<file path="src/rtl/outpkt_arbiter.sv">
// Round-robin packet arbiter: grants one source at a time and streams its whole packet to the checksum stage.
// Optional maximum-length enforcement is enabled with `define OUTPKT_ARB_MAXLEN_CHECK_EN.
module outpkt_arbiter #(
  parameter int unsigned N_SRC     = 4,
  parameter int unsigned MAX_WORDS = 1024
) (
  input  logic                  CLK,
  input  logic                  rst,
  input  logic [16*N_SRC-1:0]   src_din,
  input  logic [N_SRC-1:0]      src_pkt_end,
  input  logic [N_SRC-1:0]      src_empty,
  output logic [N_SRC-1:0]      src_rd_en,
  output logic [15:0]           dout,
  output logic                  pkt_new,
  output logic                  pkt_end,
  output logic                  wr_en,
  input  logic                  full,
  output logic [N_SRC-1:0]      grant,
  output logic                  err
);

  localparam int unsigned IW = (N_SRC > 1) ? $clog2(N_SRC) : 1;
  localparam int unsigned CW = 16;

  if (N_SRC < 2 || N_SRC > 8 || MAX_WORDS < 2 || MAX_WORDS > 65536) begin : g_bad_params
    $error("outpkt_arbiter: N_SRC must be 2..8 and MAX_WORDS 2..65536");
  end

  typedef enum logic {
    IDLE = 1'b0,
    XFER = 1'b1
  } state_t;

  state_t            state_q, state_d;
  logic [N_SRC-1:0]  grant_d;
  logic [IW-1:0]     gidx_q, gidx_d;
  logic [IW-1:0]     last_q, last_d;
  logic [CW-1:0]     cnt_q, cnt_d;
  logic              first_q, first_d;
  logic [IW-1:0]     cand;
  logic [IW-1:0]     sel_idx;
  logic              found;
  logic              forced;

`ifdef OUTPKT_ARB_MAXLEN_CHECK_EN
  logic err_q, err_d;
  assign err = err_q;
`else
  assign err = 1'b0;
`endif

  // Round-robin search starting one past the last granted source
  always_comb begin
    found   = 1'b0;
    sel_idx = last_q;
    cand    = last_q;
    for (int unsigned k = 1; k <= N_SRC; k++) begin
      cand = IW'((32'(last_q) + k) % N_SRC);
      if (!found && !src_empty[cand]) begin
        found   = 1'b1;
        sel_idx = cand;
      end
    end
  end

  // Next-state and output logic
  always_comb begin
    state_d   = state_q;
    grant_d   = grant;
    gidx_d    = gidx_q;
    last_d    = last_q;
    cnt_d     = cnt_q;
    first_d   = first_q;
    wr_en     = 1'b0;
    src_rd_en = '0;
    dout      = '0;
    pkt_new   = 1'b0;
    pkt_end   = 1'b0;
    forced    = 1'b0;
`ifdef OUTPKT_ARB_MAXLEN_CHECK_EN
    err_d     = err_q;
`endif

    case (state_q)
      IDLE: begin
        if (found) begin
          state_d          = XFER;
          grant_d          = '0;
          grant_d[sel_idx] = 1'b1;
          gidx_d           = sel_idx;
          cnt_d            = '0;
          first_d          = 1'b1;
        end
      end
      XFER: begin
        dout  = src_din[32'(gidx_q)*16 +: 16];
        wr_en = ~src_empty[gidx_q] & ~full;
`ifdef OUTPKT_ARB_MAXLEN_CHECK_EN
        forced = (cnt_q == CW'(MAX_WORDS - 1)) & ~src_pkt_end[gidx_q];
`endif
        pkt_new = wr_en & first_q;
        pkt_end = wr_en & (src_pkt_end[gidx_q] | forced);
        if (wr_en) begin
          src_rd_en[gidx_q] = 1'b1;
          first_d           = 1'b0;
          if (cnt_q != '1) begin
            cnt_d = cnt_q + CW'(1);
          end
          if (pkt_end) begin
            state_d = IDLE;
            grant_d = '0;
            last_d  = gidx_q;
`ifdef OUTPKT_ARB_MAXLEN_CHECK_EN
            if (forced) begin
              err_d = 1'b1;
            end
`endif
          end
        end
      end
      default: begin
        state_d = IDLE;
        grant_d = '0;
      end
    endcase
  end

  // State register; last_grant resets to the final source so source 0 wins first
  always_ff @(posedge CLK) begin
    if (rst) begin
      state_q <= IDLE;
      grant   <= '0;
      gidx_q  <= '0;
      last_q  <= IW'(N_SRC - 1);
      cnt_q   <= '0;
      first_q <= 1'b0;
`ifdef OUTPKT_ARB_MAXLEN_CHECK_EN
      err_q   <= 1'b0;
`endif
    end else begin
      state_q <= state_d;
      grant   <= grant_d;
      gidx_q  <= gidx_d;
      last_q  <= last_d;
      cnt_q   <= cnt_d;
      first_q <= first_d;
`ifdef OUTPKT_ARB_MAXLEN_CHECK_EN
      err_q   <= err_d;
`endif
    end
  end

endmodule

</file>
<file path="config.mk">
export PLATFORM = sky130hd
export DESIGN_NAME = outpkt_arbiter
export DESIGN_NICKNAME = d
export VERILOG_FILES = /design/src/rtl/outpkt_arbiter.sv
export SDC_FILE = /design/constraint.sdc
export NUM_CORES = 1
export LEC_CHECK = 0
export BUFFER_PORTS_ARGS = -buffer_cell sky130_fd_sc_hd__buf_2
export CORE_AREA = 2 2 48 72
export DETAILED_ROUTE_END_ITERATION = 8
export DIE_AREA = 0 0 50 74
export GPL_TIMING_DRIVEN = 0
export PLACE_DENSITY = 0.78
export SLEW_MARGIN = 20
export SYNTH_ARGS = -nofsm -noshare
export SYNTH_HDL_FRONTEND = slang
export SYNTH_SLANG_ARGS = --single-unit
</file>
<file path="constraint.sdc">
create_clock -name CLK -period 2.17 [get_ports CLK]
set_input_delay 0.434 -clock CLK [delete_from_list [all_inputs] [get_ports CLK]]
set_output_delay 0.434 -clock CLK [all_outputs]
set_load 0.01 [all_outputs]
</file>
; Yosys cells after proc, flatten, opt, wreduce, memory -nomap -nowiden
; Index checks and enable logic that the tools add are counted.
[totals]
reg_bits = 10
output_inout_bits = 28
[classes]
add_sub_neg = 4
magnitude_cmp = 8
eq_ne = 3
n_shift = 1
n_mux = 41
n_bitwise = 6
reduce_logical = 14
[ops]
columns = operator, count
row1 = $shiftx A64 B7 Y16, 1
row2 = $mux W1, 20
row3 = $mux W4, 5
row4 = $lt A2 B3 Y1 const B, 6
row5 = $mux W16, 1
row6 = $bmux W1 S2, 6
row7 = $mux W2, 4
row8 = $pmux W4 S2, 1
row9 = $reduce_and A3 Y1, 2
row10 = $logic_and A1 B1 Y1, 5
row11 = $logic_not A1 Y1, 5
row12 = $add A2 B1 Y2 const B, 2
row13 = $add A2 B2 Y2 const B, 2
row14 = $demux W1 S2, 2
row15 = $ge A2 B1 Y1 const B, 2
row16 = $ne A2 B1 Y1 const B, 2
row17 = $pmux W1 S2, 2
row18 = $reduce_and A2 Y1, 2
row19 = $and A1 B1 Y1, 3
row20 = $not A1 Y1, 3
row21 = $ne A2 B2 Y1 const B, 1

; Logic depth before layout (Yosys ltp)
; Gate-level depths: netlist (run 1).
[logic_depth]
depth_word = 18
depth_mapped = 5
mapped_depth_nobuf = 4

; Worst setup path after synthesis (run 1)
; No wires, ideal clock.
[synth_timing]
kind = reg-to-output
startpoint = reg gidx_q[0]
endpoint = out src_rd_en[2]
arrival_ps = 1503
slack_ps = 233
stages_incl_launch_ff = 6
cell_sequence = dfxtp_1 > buf_6 > mux4_2 > nor2_1 > nand2_1 > nor2_1
[synth_between]
elab_chain_cells = 6
[synth_rtl]
columns = element, line
row1 = "start, declared", 36  ; logic [IW-1:0] gidx_q, gidx_d;
row2 = "start signal, assigned", 143  ; gidx_q <= gidx_d;
row3 = $lt A2 B3 Y1 (implied by the code) (tied with other cells), 104  ; src_rd_en[gidx_q] = 1'b1;
row4 = $logic_and A1 B1 Y1 (implied by the code) or $mux W1 (tied branches), "104, 97"
row5 = $mux W1 (implied by the code) or $not A1 Y1 (tied branches), "104, 97"
row6 = $demux W1 S2 or $and A1 B1 Y1 (tied branches), "104, 97"
row7 = $mux W4 (*), 103  ; if (wr_en) begin
row8 = $mux W4 (*), 84  ; case (state_q)
row9 = "end, declared", 12  ; output logic [N_SRC-1:0] src_rd_en,
; Every way passes the cells marked *; elsewhere a longest branch is shown, timed or not. The select of a mux whose other input is x is not followed.

; Final worst setup path (run 1)
[layout_timing]
startpoint = reg gidx_q[0]
endpoint = out src_rd_en[3]
; Same word-level chain as after synthesis.

==> flow_summary.json, run 1 <==
{
  "outcome": "complete, no violations",
  "clock_sinks": 10,
  "synth_edf_count": 0,
  "relSlewSlack": 0.601,
  "worst_pin_slew_ns": 0.590,
  "synthCells": 106,
  "io_buffers": 101,
  "cp_data_arrival_time_ns": 1.69,
  "fmax_mhz": 471,
  "p_leak_nw": 0.840,
  "min_period_ns": 2.12,
  "clk_path_buf_depth": 2,
  "grt_max_degree": 11,
  "placed_area_sq_um": 1640,
  "antenna_cells": 0,
  "area_growth_pct": 59.5,
  "cts_max_level": 1,
  "register_area_sq_um": 201,
  "chipWidth_microns": 50,
  "hold_viol": 0,
  "clock_skew_ns": 0.00158,
  "via_per_inst": 5.11,
  "ant_nets": 0,
  "timing.final.ws_setup_ns": 0.0489,
  "wl_per_cell_microns": 15.1,
  "clkTransAtPathRegs_ns": 0.04,
  "fill_cells": 295,
  "grt_pass1_wl_microns": 5650,
  "cpPeakStageDelay_ns": 0.56,
  "multi_input_area_sq_um": 840,
  "hold_buffers": 0,
  "fin_nets": 289,
  "stdcell_area_sq_um": 1720,
  "synth_seq_cells": 10,
  "ys_types": 29,
  "grt_util_all_layers": 0.197,
  "syn_area_sq_um": 1080,
  "crit_chain": "buf_6 -> mux4_2 -> nor2_4 -> and3_1 -> buf_2",
  "slew_violations": 0,
  "cap_violations": 0,
  "cts-root-buf": "clkbuf_8",
  "vias": 1288,
  "setup.worst_path.class": "flop to primary output",
  "syn_nets": 181,
  "async_flop_share": 0,
  "post-place-ws_ns": 0.0257,
  "antenna_found_initial": 0,
  "drc_errors": 0,
  "finalSetupViolations": 0,
  "synth-warning-count": 0,
  "cp-start-kind": "flop",
  "overflow": 0,
  "ys.flop_type": "dfxtp_1",
  "peakVddDrop_v": 0.000357,
  "grt_pass1_vias": 1281,
  "wl_microns": 3800,
  "cp.required_ns": 1.74,
  "synth_area_per_cell_sq_um": 10.2,
  "drt_iter0_drc": 24,
  "core.rowCount": 25,
  "layout_worst_path_cycle_share": 0.977,
  "start_util": 0.349,
  "coreArea_sq_um": 3100,
  "drive_above_1_share": 0.637,
  "cp-end-kind": "primary output",
  "ys_seq_area_frac": 0.185,
  "min_path_type": "flop to flop",
  "pin_count": 103,
  "total_power_w": 0.000767,
  "dpl.hpwl_microns": 3250,
  "cp_slowest_cell": "mux4_2",
  "place_congestion": 0.760,
  "stdcell_count": 252,
  "dp.cells": 247,
  "powerDensity_nw_per_um2": 445,
  "cts_buffers": 3,
  "final_util": 0.557,
  "path_max_fanout": 5,
  "cts_tree": "built",
  "rsz0062_at_grt": "true",
  "die_area_sq_um": 3700,
  "worstSkewPairLatency_ns": 0.23,
  "die-height_microns": 74,
  "drt_pass1_iterations": 4
}
## Yosys cell counts (2+ instances only)
master | n | area share
nand2_1 | 3 | 0.010
nand3b_1 | 5 | 0.035
nor3_1 | 5 | 0.023
mux4_2 | 17 | 0.35
a211oi_1 | 2 | 0.014
and2_1 | 18 | 0.10
a21oi_1 | 2 | 0.0093
clkbuf_1 | 6 | 0.021
buf_2 | 2 | 0.0093
dfxtp_1 | 10 | 0.19
o22ai_1 | 4 | 0.023
nor3b_1 | 2 | 0.014
nor2b_1 | 3 | 0.017
nand2b_1 | 3 | 0.017
nor2_1 | 10 | 0.035
## layer usage
layer | vias to the layer above | track usage | wire length (microns)
met3 | 10 | 0.0643 | 408
met1 | 583 | 0.179 | 1160
met4 | 0 | 0.0802 | 116
li1 | 622 | - | -
met5 | - | 0 | 0
met2 | 73 | 0.392 | 2110
## registers in the layout (all words and copies together) (netlist names)
| register | flops |
|---|---|
| last_q | 2 |
| first_q | 1 |
| grant | 4 |
| gidx_q | 2 |
| state_q | 1 |
## where the power goes
group	switching (W)	internal, W	leakage (nW)
Clock	0.0000664	0.000121	0.0216
Combinational	0.000156	0.000212	0.736
Sequential	0.0000120	0.000199	0.0826
Total	0.000235	0.000532	0.840
## final cells by class
| cell class | count | area share |
|---|---|---|
| Clock buffer | 3 | 0.0239 |
| Timing Repair Buffer | 104 | 0.306 |
| Tap cell | 40 | 0.0290 |
| Sequential cell | 10 | 0.117 |
| Multi-Input combinational cell | 86 | 0.487 |
| Buffer | 9 | 0.0370 |
## kinds of logic (layout without fill, tap and decap cells)
logic type             Yosys count  count (layout)  share of synthesized area
buffers and inverters           10             116                     0.0475
AO/OA/AOI/OAI                   11              11                     0.0706
other                            1               1                    0.00347
flip-flops                      10              10                      0.185
multiplexers                    19              19                      0.389
AND/OR/NAND/NOR                 55              55                      0.304
## path summary, 6_finish.rpt
kind | from | slack [ns] | endpoint | cells past startpoint
worst min-delay path | first_q | 0.50 | first_q | 2
worst max-delay path | gidx_q[0] | 0.05 | src_rd_en[3] | 5
worst max register to register | gidx_q[0] | 0.46 | last_q[1] | 7
worst min register to register | first_q | 0.50 | first_q | 2
## what timing repair did
| item | in CTS | in global routing |
|---|---|---|
| gates resized for setup | 9 | 2 |
| pin swaps | 1 | 3 |
| endpoints found under the setup margin | 18 | 18 |
| setup buffers | 1 | 2 |
## cells in the final DEF (no fill, tap or decap)
cell type / instances
buf_2: 101
and2_1: 18
mux4_2: 17
nor2_1: 9
dfxtp_1: 9
buf_4: 5
nand3b_1: 5
nor3_1: 5
o22ai_1: 4
clkbuf_1: 3
nand2b_1: 3
nor2b_1: 3
clkbuf_8: 3
buf_6: 2
clkbuf_4: 2
nor3b_1: 2
nand2_1: 2
a211oi_1: 2
a21oi_1: 2
nor2_4: 1
nand2_2: 1
nor4b_1: 1
nor4_1: 1
nor3b_4: 1
mux4_1: 1
and3_1: 1
mux2_2: 1
a21boi_0: 1
or3_1: 1
o41ai_1: 1
a41o_1: 1
nand4_1: 1
conb_1: 1
dfxtp_2: 1
## critical path, delay by kind of cell (launching register included)
family,cells,cell delay (ns)
flops,1,0.31
mux,1,0.56
simple gates,2,0.35
buf+inv,2,0.23
## metrics by stage
stage,hold slack [ns],setup TNS (ns)
2_1_floorplan,0.464,0
3_3_place_gp,0.486,0
3_5_place_dp,0.486,0
4_1_cts,0.498,0
5_1_grt,0.522,-0.0298
6_report,0.498,0
Power figures use the tool's default switching activity.
==> inputs of run 2 (changes only) <==
PLACE_DENSITY = 0.88   (was 0.78)
==> run 2 against run 1 <==
Net effect: clock skew grew 0.0040 ns; fmax shrank 0.52%; via count is the same; routed wire length shrank 1.3%; setup slack lost 0.011 ns; sequential cell count is the same; clock-buffer cell count grew 1; die area is the same; first-iteration DRC count shrank 58%; total power grew 5.9%; core utilization grew 0.28 points; worst hold slack gained 0.0043 ns; largest power group unchanged.
==> flow_summary.json, run 2 (synthesized netlist as in run 1, its figures left out) <==
{
  "outcome": "complete, no violations",
  "cpPeakStageDelay_ns": 0.56,
  "multi_input_area_sq_um": 837,
  "cp-end-kind": "primary output",
  "clock_skew_ns": 0.00555,
  "overflow": 0,
  "die-height_microns": 74,
  "setup.worst_path.class": "flop to primary output",
  "grt_util_met1": 0.151,
  "cap_violations": 0,
  "cp_slowest_cell": "mux4_2",
  "clkTransAtPathRegs_ns": 0.05,
  "worstSkewPairLatency_ns": 0.24,
  "largest_registers": "grant (4), gidx_q (2), last_q (2)",
  "peakVddDrop_v": 0.000451,
  "dp.cells": 247,
  "min_period_ns": 2.13,
  "cp-start-kind": "flop",
  "finalSetupViolations": 0,
  "hold_buffers": 0,
  "cp.required_ns": 1.74,
  "grt_use_met2": 0.399,
  "drive_above_1_share": 0.634,
  "crit_chain": "buf_6 -> mux4_2 -> nor2_4 -> and3_1 -> buf_2",
  "powerDensity_nw_per_um2": 469,
  "layout_worst_path_cycle_share": 0.983,
  "grt_max_degree": 11,
  "grt_pass1_wl_microns": 5380,
  "crit_family": "multiplexers",
  "cts-root-buf": "clkbuf_8",
  "stdcell_count": 253,
  "cp_num_buf_inv": 2,
  "drt_pass1_iterations": 4,
  "final_common_cell": "buf_2",
  "most-common-layout-cells": "101 x buf_2, 18 x and2_1, 17 x mux4_2, 9 x nor2_1, 9 x dfxtp_1",
  "total_power_w": 0.000812,
  "grt_util_all_layers": 0.189,
  "clock_sinks": 10,
  "busiest_layer": "met2",
  "drc_errors": 0,
  "grtUsageMet3": 0.0622,
  "cp_data_arrival_time_ns": 1.70,
  "p_leak_nw": 0.847,
  "min_path_type": "flop to flop",
  "hold_path_depth": 2,
  "die_area_sq_um": 3700,
  "largest_reg_flops": 4,
  "antenna_found_initial": 0,
  "place_congestion": 0.732,
  "drt_iter0_drc": 10,
  "cts_tree": "built",
  "dpl.hpwl_microns": 3300,
  "worst_pin_slew_ns": 0.548,
  "ant_nets": 0,
  "antenna_cells": 0,
  "io_buffers": 101,
  "pin_count": 103,
  "path_max_fanout": 5,
  "fin_nets": 289,
  "grt_pass1_vias": 1270,
  "register_area_sq_um": 201,
  "rsz0062_at_grt": "true",
  "hold_viol": 0,
  "reg2reg_depth": 7,
  "clk_path_buf_depth": 2,
  "wl_per_cell_microns": 14.8,
  "relSlewSlack": 0.630,
  "fill_cells": 283,
  "start_util": 0.349,
  "wl_microns": 3750,
  "chipWidth_microns": 50,
  "fmax_mhz": 469,
  "top_register": "grant",
  "slew_violations": 0,
  "coreArea_sq_um": 3100,
  "core.rowCount": 25,
  "cp.depth": 5,
  "via_per_inst": 5.09,
  "vias": 1288,
  "cts_max_level": 1,
  "cts_buffers": 3,
  "area_growth_pct": 60.3
}
## run 2: area by class of cell
cell class	count	area share
multi-input combinational	86	0.483
timing repair buffer	104	0.305
sequential	10	0.116
buffer	9	0.0354
clock buffer	4	0.0318
tap	40	0.0289
## run 2: power breakdown
part           total (W)  internal [W]  leakage (nW)  switching (W)
Clock           0.000232      0.000159        0.0288      0.0000725
Sequential      0.000211      0.000199        0.0826      0.0000122
Combinational   0.000369      0.000211         0.736       0.000157
## run 2: path summary, 6_finish.rpt
kind / start / end / slack, ns
setup reg to reg: gidx_q[0] / last_q[0] / 0.51
setup / recovery: gidx_q[0] / src_rd_en[3] / 0.04
hold / removal: grant[0] / grant[0] / 0.50
hold reg to reg: grant[0] / grant[0] / 0.50
## run 2: timing repair
item | in CTS | in global routing
resized for setup | 8 | 1
setup buffers | 1 | 2
setup endpoints to repair | 19 | 10
pin swaps | 1 | 2
cloned | 0 | 0
## run 2: metal layers
metal	part of all wire	wire (microns)
met2	0.57	2150
met3	0.092	344
met1	0.31	1170
met5	0	0
met4	0.023	86
## run 2: worst min-delay path, cell delays in order (launching register included)
cell,delay [ns]
dfxtp_1,0.30
nand3b_1,0.07
o22ai_1,0.07
## run 2: stage by stage
stage / TNS [ns] / hold slack, ns / util / area, sq um / setup slack (ns)
finish: 0 / 0.502 / 0.560 / 1730 / 0.0378
global route: -0.0922 / 0.529 / 0.560 / 1730 / -0.0469
CTS: -0.00313 / 0.505 / 0.554 / 1720 / -0.00313
detailed placement: 0 / 0.496 / 0.528 / 1640 / 0.00358
global placement: 0 / 0.474 / 0.528 / 1640 / 0.0246
floorplan: 0 / 0.464 / - / 1080 / 0.233
==> inputs of run 3 (changes only) <==
ABC_AREA = 1   (was default)
CORE_AREA = 2 2 50 76   (was 2 2 48 72)
DIE_AREA = 0 0 52 78   (was 0 0 50 74)
PLACE_DENSITY = 0.89   (was 0.88)
==> run 3 against run 2 <==
Net effect: synthesized cell count up 91%; clock power down 20%; sequential share of layout area down 1.1 points; total power up 66%; sequential power up 19%; critical path depth up 1; fmax up 3.9%; register-to-register slack better by 0.10 ns; core utilization up 1.4 points; critical path type unchanged; largest power group unchanged; highest routed layer unchanged.
==> flow_summary.json, run 3 <==
{
  "outcome": "complete, no violations",
  "synth_area_per_cell_sq_um": 6.52,
  "wl_microns": 4410,
  "ys_types": 31,
  "drt_iter0_drc": 46,
  "cp.required_ns": 1.74,
  "async_flop_share": 0,
  "drt_pass1_iterations": 4,
  "cts_buffers": 3,
  "slew_violations": 0,
  "p_leak_nw": 1.02,
  "chipWidth_microns": 52,
  "largest_reg_flops": 4,
  "fin_nets": 381,
  "peakVddDrop_v": 0.000353,
  "grt_max_degree": 17,
  "ys.flop_type": "dfxtp_1",
  "cts_tree": "built",
  "drive_above_1_share": 0.507,
  "min_path_type": "flop to flop",
  "fmax_mhz": 487,
  "ant_nets": 0,
  "vias": 1812,
  "syn_nets": 277,
  "clk_path_buf_depth": 2,
  "final_util": 0.574,
  "core.rowCount": 26,
  "min_period_ns": 2.05,
  "stdcell_count": 346,
  "path_max_fanout": 10,
  "clock_skew_ns": 0.000730,
  "cp_data_arrival_time_ns": 1.62,
  "drc_errors": 0,
  "top_register": "grant",
  "final_common_cell": "buf_2",
  "synthTopCellsByArea": "a22oi_1 18%, dfxtp_1 15%, nand2_1 12%, a21oi_1 7.2%, nand3_1 5.3%",
  "synth_edf_count": 0,
  "cp-start-kind": "flop",
  "dp.cells": 344,
  "synth.cells.most_frequent": "42 x nand2_1, 32 x a22oi_1, 19 x a21oi_1",
  "cap_violations": 0,
  "rsz0062_at_grt": "false",
  "via_per_inst": 5.24,
  "place_congestion": 0.845,
  "io_buffers": 100,
  "setup.worst_path.class": "flop to primary output",
  "antenna_found_initial": 0,
  "powerDensity_nw_per_um2": 699,
  "area_growth_pct": 46.1,
  "cts_max_level": 1,
  "cp-end-kind": "primary output",
  "finalSetupViolations": 0,
  "cts-root-buf": "clkbuf_8",
  "most-common-layout-cells": "100 x buf_2, 42 x nand2_1, 32 x a22oi_1, 19 x a21oi_1, 14 x nand3_1",
  "grt_pass1_wl_microns": 7270,
  "layout_worst_path_cycle_share": 0.946,
  "synth_top_area_cell": "a22oi_1",
  "post-synth-top-count-cell": "nand2_1",
  "clkTransAtPathRegs_ns": 0.04,
  "ys_seq_area_frac": 0.152,
  "hold_viol": 0,
  "coreArea_sq_um": 3350,
  "pin_count": 103,
  "grt_util_all_layers": 0.227,
  "syn_area_sq_um": 1320,
  "die-height_microns": 78,
  "overflow": 0,
  "largest_registers": "grant (4), gidx_q (2), last_q (2)",
  "start_util": 0.393,
  "wl_per_cell_microns": 12.8,
  "setup_tns_ns": 0,
  "clock_sinks": 10,
  "synth_top_area_frac": 0.183,
  "synthCells": 202,
  "antenna_cells": 0,
  "synth_seq_cells": 10,
  "grt_pass1_vias": 1798,
  "synth-warning-count": 0,
  "fill_cells": 316,
  "worstSkewPairLatency_ns": 0.23,
  "dpl.hpwl_microns": 3720,
  "die_area_sq_um": 4060
}
run 3: changes by cell type after synthesis, moves of 4 or more:
cell / previous run / this run
nand2_1: 3 / 42
a22oi_1: 0 / 32
inv_2: 0 / 10
inv_1: 0 / 9
nand3b_1: 5 / 0
nand2_4: 0 / 6
and2_1: 18 / 0
nand3_1: 0 / 14
a21oi_2: 0 / 4
nand2_2: 0 / 10
nor3_1: 5 / 1
a21oi_1: 2 / 19
mux4_2: 17 / 0
run 3: worst paths after layout:
check / from / to / slack, ns / cells after the start
max: gidx_q[0] / dout[12] / 0.12 / 6
max reg2reg: last_q[0] / grant[2] / 0.61 / 11
min: first_q / first_q / 0.47 / 2
min reg2reg: first_q / first_q / 0.47 / 2
run 3: through the flow:
| stage | instance area [sq um] | hold WS [ns] | power (W) | setup WS [ns] |
|---|---|---|---|---|
| after global placement | 1870 | 0.456 | 0.00113 | 0.0901 |
| after CTS | 1910 | 0.471 | 0.00134 | 0.0587 |
| after floorplan | 1320 | 0.444 | 0.000881 | 0.427 |
| final | 1920 | 0.470 | 0.00134 | 0.117 |
| after global routing | 1920 | 0.508 | 0.00147 | 0.0149 |
| after detailed placement | 1870 | 0.459 | 0.00115 | 0.0644 |
run 3: cell families (layout without fill, tap and decap cells):
| family | Yosys count | after routing | synth area share |
|---|---|---|---|
| DFF | 10 | 10 | 0.152 |
| and+or+nand+nor | 97 | 97 | 0.416 |
| AOI/OAI and AO/OA | 64 | 64 | 0.327 |
| buffers and inverters | 30 | 132 | 0.102 |
| other | 1 | 1 | 0.00285 |
run 3: repair_timing:
action	4_1_cts	5_1_grt
endpoints found under the setup margin	10	14
hold buffers	0	0
gates resized for setup	4	6
buffers inserted	0	0
run 3: final cells by class:
cell class / count / area, sq um / share of cell area
Buffer: 9 / 61.3 / 0.0319
Tap cell: 42 / 52.6 / 0.0273
Multi-Input combinational cell: 162 / 987 / 0.513
Clock buffer: 3 / 41.3 / 0.0215
Timing Repair Buffer: 100 / 500 / 0.260
Inverter: 20 / 77.6 / 0.0403
Sequential cell: 10 / 203 / 0.105
run 3: routing by layer:
layer | track usage | routed length (microns) | vias to the layer above
li1 | - | - | 911
met1 | 0.248 | 1650 | 811
met2 | 0.420 | 2420 | 84
met3 | 0.0288 | 296 | 6
met4 | 0.0895 | 43 | 0
met5 | 0 | 0 | -
run 3: critical path, stage by stage, from the launching register on:
cell	delay [ns]
dfxtp_2	0.41
inv_2	0.07
nor2_4	0.21
clkbuf_4	0.25
a22oi_1	0.09
a21oi_1	0.18
buf_2	0.16
run 3: where the power goes:
part	internal, W	switching, W
clock	0.000121	0.0000646
sequential	0.000221	0.0000317
combinational	0.000358	0.000548
total	0.000700	0.000645
